[config.mk]
export PLATFORM = sky130hd
export DESIGN_NAME = seg7_to_hex
export DESIGN_NICKNAME = d
export VERILOG_FILES = /design/src/rtl/lfsr_seg_checker_pkg.sv /design/src/rtl/lfsr_seg_checker_seg7_to_hex.sv
export SDC_FILE = /design/constraint.sdc
export NUM_CORES = 1
export LEC_CHECK = 0
export ABC_AREA = 1
export CELL_PAD_IN_SITES_DETAIL_PLACEMENT = 0
export CELL_PAD_IN_SITES_GLOBAL_PLACEMENT = 1
export CORE_AREA = 2 2 39 41
export DETAILED_ROUTE_END_ITERATION = 12
export DIE_AREA = 0 0 41 43
export PLACE_DENSITY_LB_ADDON = 0.2
export SLEW_MARGIN = 10
export SYNTH_ARGS = -nofsm -noshare
export SYNTH_HDL_FRONTEND = slang
export SYNTH_SLANG_ARGS = --single-unit
[constraint.sdc]
create_clock -name vclk -period 1.1
set_input_delay 0.22 -clock vclk [all_inputs]
set_output_delay 0.22 -clock vclk [all_outputs]
set_load 0.005 [all_outputs]
[src/rtl/lfsr_seg_checker_pkg.sv]
// Shared definitions for the LFSR segment-stream checker.
// Holds the seven-segment code constants, the LFSR next-value function,
// the checker state enum and the captured sample payload.
package lfsr_seg_checker_pkg;

   localparam int unsigned SEG_W  = 7;
   localparam int unsigned NIB_W  = 4;
   localparam int unsigned BYTE_W = 8;
   localparam int unsigned CNT_W  = 4;

   // Active-low segment codes, bit order {g,f,e,d,c,b,a}
   localparam logic [SEG_W-1:0] SEG_0 = 7'b1000000;
   localparam logic [SEG_W-1:0] SEG_1 = 7'b1111001;
   localparam logic [SEG_W-1:0] SEG_2 = 7'b0100100;
   localparam logic [SEG_W-1:0] SEG_3 = 7'b0110000;
   localparam logic [SEG_W-1:0] SEG_4 = 7'b0011001;
   localparam logic [SEG_W-1:0] SEG_5 = 7'b0010010;
   localparam logic [SEG_W-1:0] SEG_6 = 7'b0000010;
   localparam logic [SEG_W-1:0] SEG_7 = 7'b1111000;
   localparam logic [SEG_W-1:0] SEG_8 = 7'b0000000;
   localparam logic [SEG_W-1:0] SEG_9 = 7'b0010000;
   localparam logic [SEG_W-1:0] SEG_A = 7'b0001000;
   localparam logic [SEG_W-1:0] SEG_B = 7'b0000011;
   localparam logic [SEG_W-1:0] SEG_C = 7'b1000110;
   localparam logic [SEG_W-1:0] SEG_D = 7'b0100001;
   localparam logic [SEG_W-1:0] SEG_E = 7'b0000110;
   localparam logic [SEG_W-1:0] SEG_F = 7'b0001110;

   // Feedback taps b4, b3, b2, b0
   localparam logic [BYTE_W-1:0] LFSR_TAPS = 8'b0001_1101;

   typedef enum logic {
      SEARCH = 1'b0,
      LOCKED = 1'b1
   } state_t;

   typedef struct packed {
      logic [SEG_W-1:0] seg_h;
      logic [SEG_W-1:0] seg_l;
   } seg_pair_t;

   // Next LFSR value: shift right, feedback into the MSB
   function automatic logic [BYTE_W-1:0] lfsr_pred(input logic [BYTE_W-1:0] b);
      return {^(b & LFSR_TAPS), b[BYTE_W-1:1]};
   endfunction

endpackage

[src/rtl/lfsr_seg_checker_seg7_to_hex.sv]
// Combinational seven-segment to hex decoder.
//   seg     : active-low code {g,f,e,d,c,b,a}
//   nib_c   : decoded nibble (0 for an illegal code)
//   valid_c : 1 when seg is one of the 16 hex glyphs
module seg7_to_hex
   import lfsr_seg_checker_pkg::*;
(
   input  logic [SEG_W-1:0] seg,
   output logic [NIB_W-1:0] nib_c,
   output logic             valid_c
);

   always_comb begin
      nib_c   = '0;
      valid_c = 1'b1;
      case (seg)
         SEG_0:   nib_c = 4'h0;
         SEG_1:   nib_c = 4'h1;
         SEG_2:   nib_c = 4'h2;
         SEG_3:   nib_c = 4'h3;
         SEG_4:   nib_c = 4'h4;
         SEG_5:   nib_c = 4'h5;
         SEG_6:   nib_c = 4'h6;
         SEG_7:   nib_c = 4'h7;
         SEG_8:   nib_c = 4'h8;
         SEG_9:   nib_c = 4'h9;
         SEG_A:   nib_c = 4'hA;
         SEG_B:   nib_c = 4'hB;
         SEG_C:   nib_c = 4'hC;
         SEG_D:   nib_c = 4'hD;
         SEG_E:   nib_c = 4'hE;
         SEG_F:   nib_c = 4'hF;
         default: valid_c = 1'b0;
      endcase
   end

endmodule

* After elaboration in Yosys (flattened, before gate mapping) *
Index checks and enable logic that the tools add are counted.

cells by class
  mux-type cells = 2
  reduce and logical (&&, ||, !) cells = 2
  equality and inequality tests = 15

operators with widths
  cell                                                                    number
  4-bit one-hot mux with 15 select lines                                  1
  7-bit equality test (second input constant)                             4
  7-bit by 5-bit equality test with 1-bit output (second input constant)  3
  7-bit by 6-bit equality test with 1-bit output (second input constant)  3
  16-bit OR reduction                                                     1
  7-bit by 2-bit equality test with 1-bit output (second input constant)  2
  7-bit by 4-bit equality test with 1-bit output (second input constant)  2
  7-bit by 3-bit equality test with 1-bit output (second input constant)  1
  7-bit logical NOT                                                       1
  1-bit 2-to-1 mux                                                        1

word-level totals
  output and inout port bits = 5
  flip-flop bits (word level) = 0
  logic and storage cells = 19
  input bits = 7

* Longest topological paths before layout *
  word-level depth = 3
  depth in mapped cells = 8
  mapped depth without buffers = 8

* Least setup slack after synthesis *
Ideal clock, no wire load.

  kind = in2out
  start = input port seg[4]
  end = output port nib_c[0]
  data arrival time = 814 ps
  buffers on the path = 0
  data required time = 880 ps
  stages on the path = 7
  slack = 66 ps
  path through = inv_1 nand2_1 nor2_2 nand2_2 o21ai_1 nor2_1 nand2_1

on the way
  cells in the longest elaborated chain, start to end = 2
  elaborated cells on any way between the ends = 16
  classes of those cells = eq/ne: 14; mux: 1; reduce/logical: 1

RTL lines
  what                                                                    line                                RTL
  start: declaration                                                      lfsr_seg_checker_seg7_to_hex.sv:8   input logic [SEG_W-1:0] seg,
  7-bit by 4-bit equality test with 1-bit output (tied with other cells)  lfsr_seg_checker_seg7_to_hex.sv:16  case (seg)
  4-bit one-hot mux with 15 select lines *                                lfsr_seg_checker_seg7_to_hex.sv:16
  end: declaration                                                        lfsr_seg_checker_seg7_to_hex.sv:9   output logic [NIB_W-1:0] nib_c,

Mark *: on every way between the ends. The rest lies on a longest branch, timed or not.

* Worst setup path after layout *
  start = input port seg[5]
  end = output port nib_c[0]

The elaborated chain is that of the path after synthesis.

==> run summary <==
Finished Cell Area: 748.2 sq um
I/O Pins: 12
Final min period: 1.272 ns
Crit-path cells: buf_8 -> inv_8 -> nand2_4 -> nor2_4 -> buf_6 -> buf_6 -> nand3_2 -> nand2_1 -> nor2_1 -> nand2_1 -> buf_2
Die Wd: 41 microns
Crit start category: input port
Worst Path Class, Setup: in -> out
Initial DRC count: 11
Vias in the first global route: 498
Initial antenna violation count: 0
Crit-path slowest cell: nor2_4
Final Setup Violations: 5
Leak pwr: 0.4199 nW
Post-layout util: 54.07%
Power Total: 211.9 uW
Commonest non-fill, non-tap cell in the layout: nand2_1
Antenna cells: 0
Global-route wire length before repair: 1952 microns
Post-synth cell types: 17
Setup ws final: -0.1715 ns
Failing checks: setup timing
# fillers: 143
Pin count of the biggest net entering global routing: 6
DIE AREA: 1763 sq um
Sequential-to-total area share from yosys stat: 0%
# nets final: 112
Worst slew pin tran: 0.1608 ns
Max Fclk: 786.5 MHz
Hold WC Path Type: in -> out
Commonest cells after routing, fill and taps aside: nand2_1 (21), buf_4 (14), nand2_2 (9)
Core Area: 1384 sq um
Rel. slew slack: 89.25%
GRT Overall Usage: 15.00%
Crit path capture type: output port
Clock buf count: 0
Std cell rows: 14
Post-synthesis cell count: 73
Unrepaired setup endpoints after global routing: true
Vias per cell: 4.521
Seq_cells: 0
Max VDD drop: 0.1802 mV
Routed Antenna Nets: 0
Delay-heaviest family, CP: buffers and inverters
Largest stage delay, worst path: 0.12 ns
Pre-antenna DRT Iters: 4
Hold buffers post-CTS: 0
Status: finished, violations left
Critical path arrival: 1.05 ns
I/O Buffers: 12
FF/Latch Area: 0 sq um
Cell Pwr Density: 283.2 nW/um^2
Synth Net Count: 80
Layout cell share with drive strength beyond 1: 67.96%
Wirelength per Cell: 9.387 microns
Worst-path maximum fanout: 3
Final Max Tran Viols: 0
Tcrit/Tclk final: 115.6%
GRT overflow: 0
Placed Area: 538.0 sq um
DRC Markers: 0
Hold Fails Final Rpt: 0
Synth Warn #: 0
Max_cap viols: 0
Setup TNS: -0.7475 ns
Die H: 43 microns
Mean Syn Cell Area: 4.628 sq um
DR vias: 538
Gpl congestion: 0.8025
CP required: 0.88 ns
Synth-to-Final Area Change: 121.5%
Worst hold slack: 0.9682 ns
Routed Wire Length: 1117 microns
Initial Util: 24.41%
CP bufs+invs: 5
Synth Cell Area: 337.8 sq um
Dpl hpwl: 799.8 microns
[area by class of cell]
cell class	count	area, sq um	share of cell area, %
inverters	10	55.05	7.358
multi-input cells	63	402.9	53.85
well taps	16	20.02	2.676
repair buffers	30	270.3	36.12
[routing by layer]
metal  vias up  wire length, microns  GRT usage (%)
met1       246                   416          19.05
met4         0                     0              0
met5         -                     0              0
met3         0                    38              0
met2        10                   662          28.13
li1        282                     -              -
[Yosys cell counts]
cell	count	area share, %
nand2_2	2	3.7
nor3_2	1	3.0
o21ai_1	1	1.5
inv_1	7	7.8
a21oi_1	1	1.5
nand2_1	29	32
nand3_2	1	3.0
nor2_2	3	5.6
nand4_1	1	1.9
and2_1	1	1.9
nor3_1	1	1.5
nor2_4	2	6.7
nand2_4	1	3.3
nand3_1	4	5.9
nand2b_1	1	1.9
nor2_1	14	16
inv_2	3	3.3
[where the power goes]
group          switching, mW  internal (mW)  leakage, nW
combinational          0.104          0.108        0.420
clock                      0              0            0
sequential                 0              0            0
total                  0.104          0.108        0.420
[kinds of logic after synthesis]
kind of cell / synth area share [%]
simple gates: 85.93
buf+inv: 11.11
compound gates: 2.960
[per-stage QoR]
stage / instances / setup WS [ns]
6_report: 119 / -0.1715
5_1_grt: 119 / -0.2369
4_1_cts: 116 / -0.2072
3_5_place_dp: 109 / -1.003
3_3_place_gp: 109 / -1.005
2_1_floorplan: 73 / 0.06551
[final timing paths]
path | from | to | slack, ns | cells past startpoint
setup / recovery | seg[5] | nib_c[0] | -0.17 | 11
hold / removal | seg[4] | nib_c[1] | 0.97 | 6
[timing repair]
action	CTS	global route
endpoints found under the setup margin	5	5
resized for setup	89	20
cloned	0	0
pin swaps	24	18
hold endpoints to repair	0	0
setup buffers	8	3
Power figures use the tool's default switching activity.
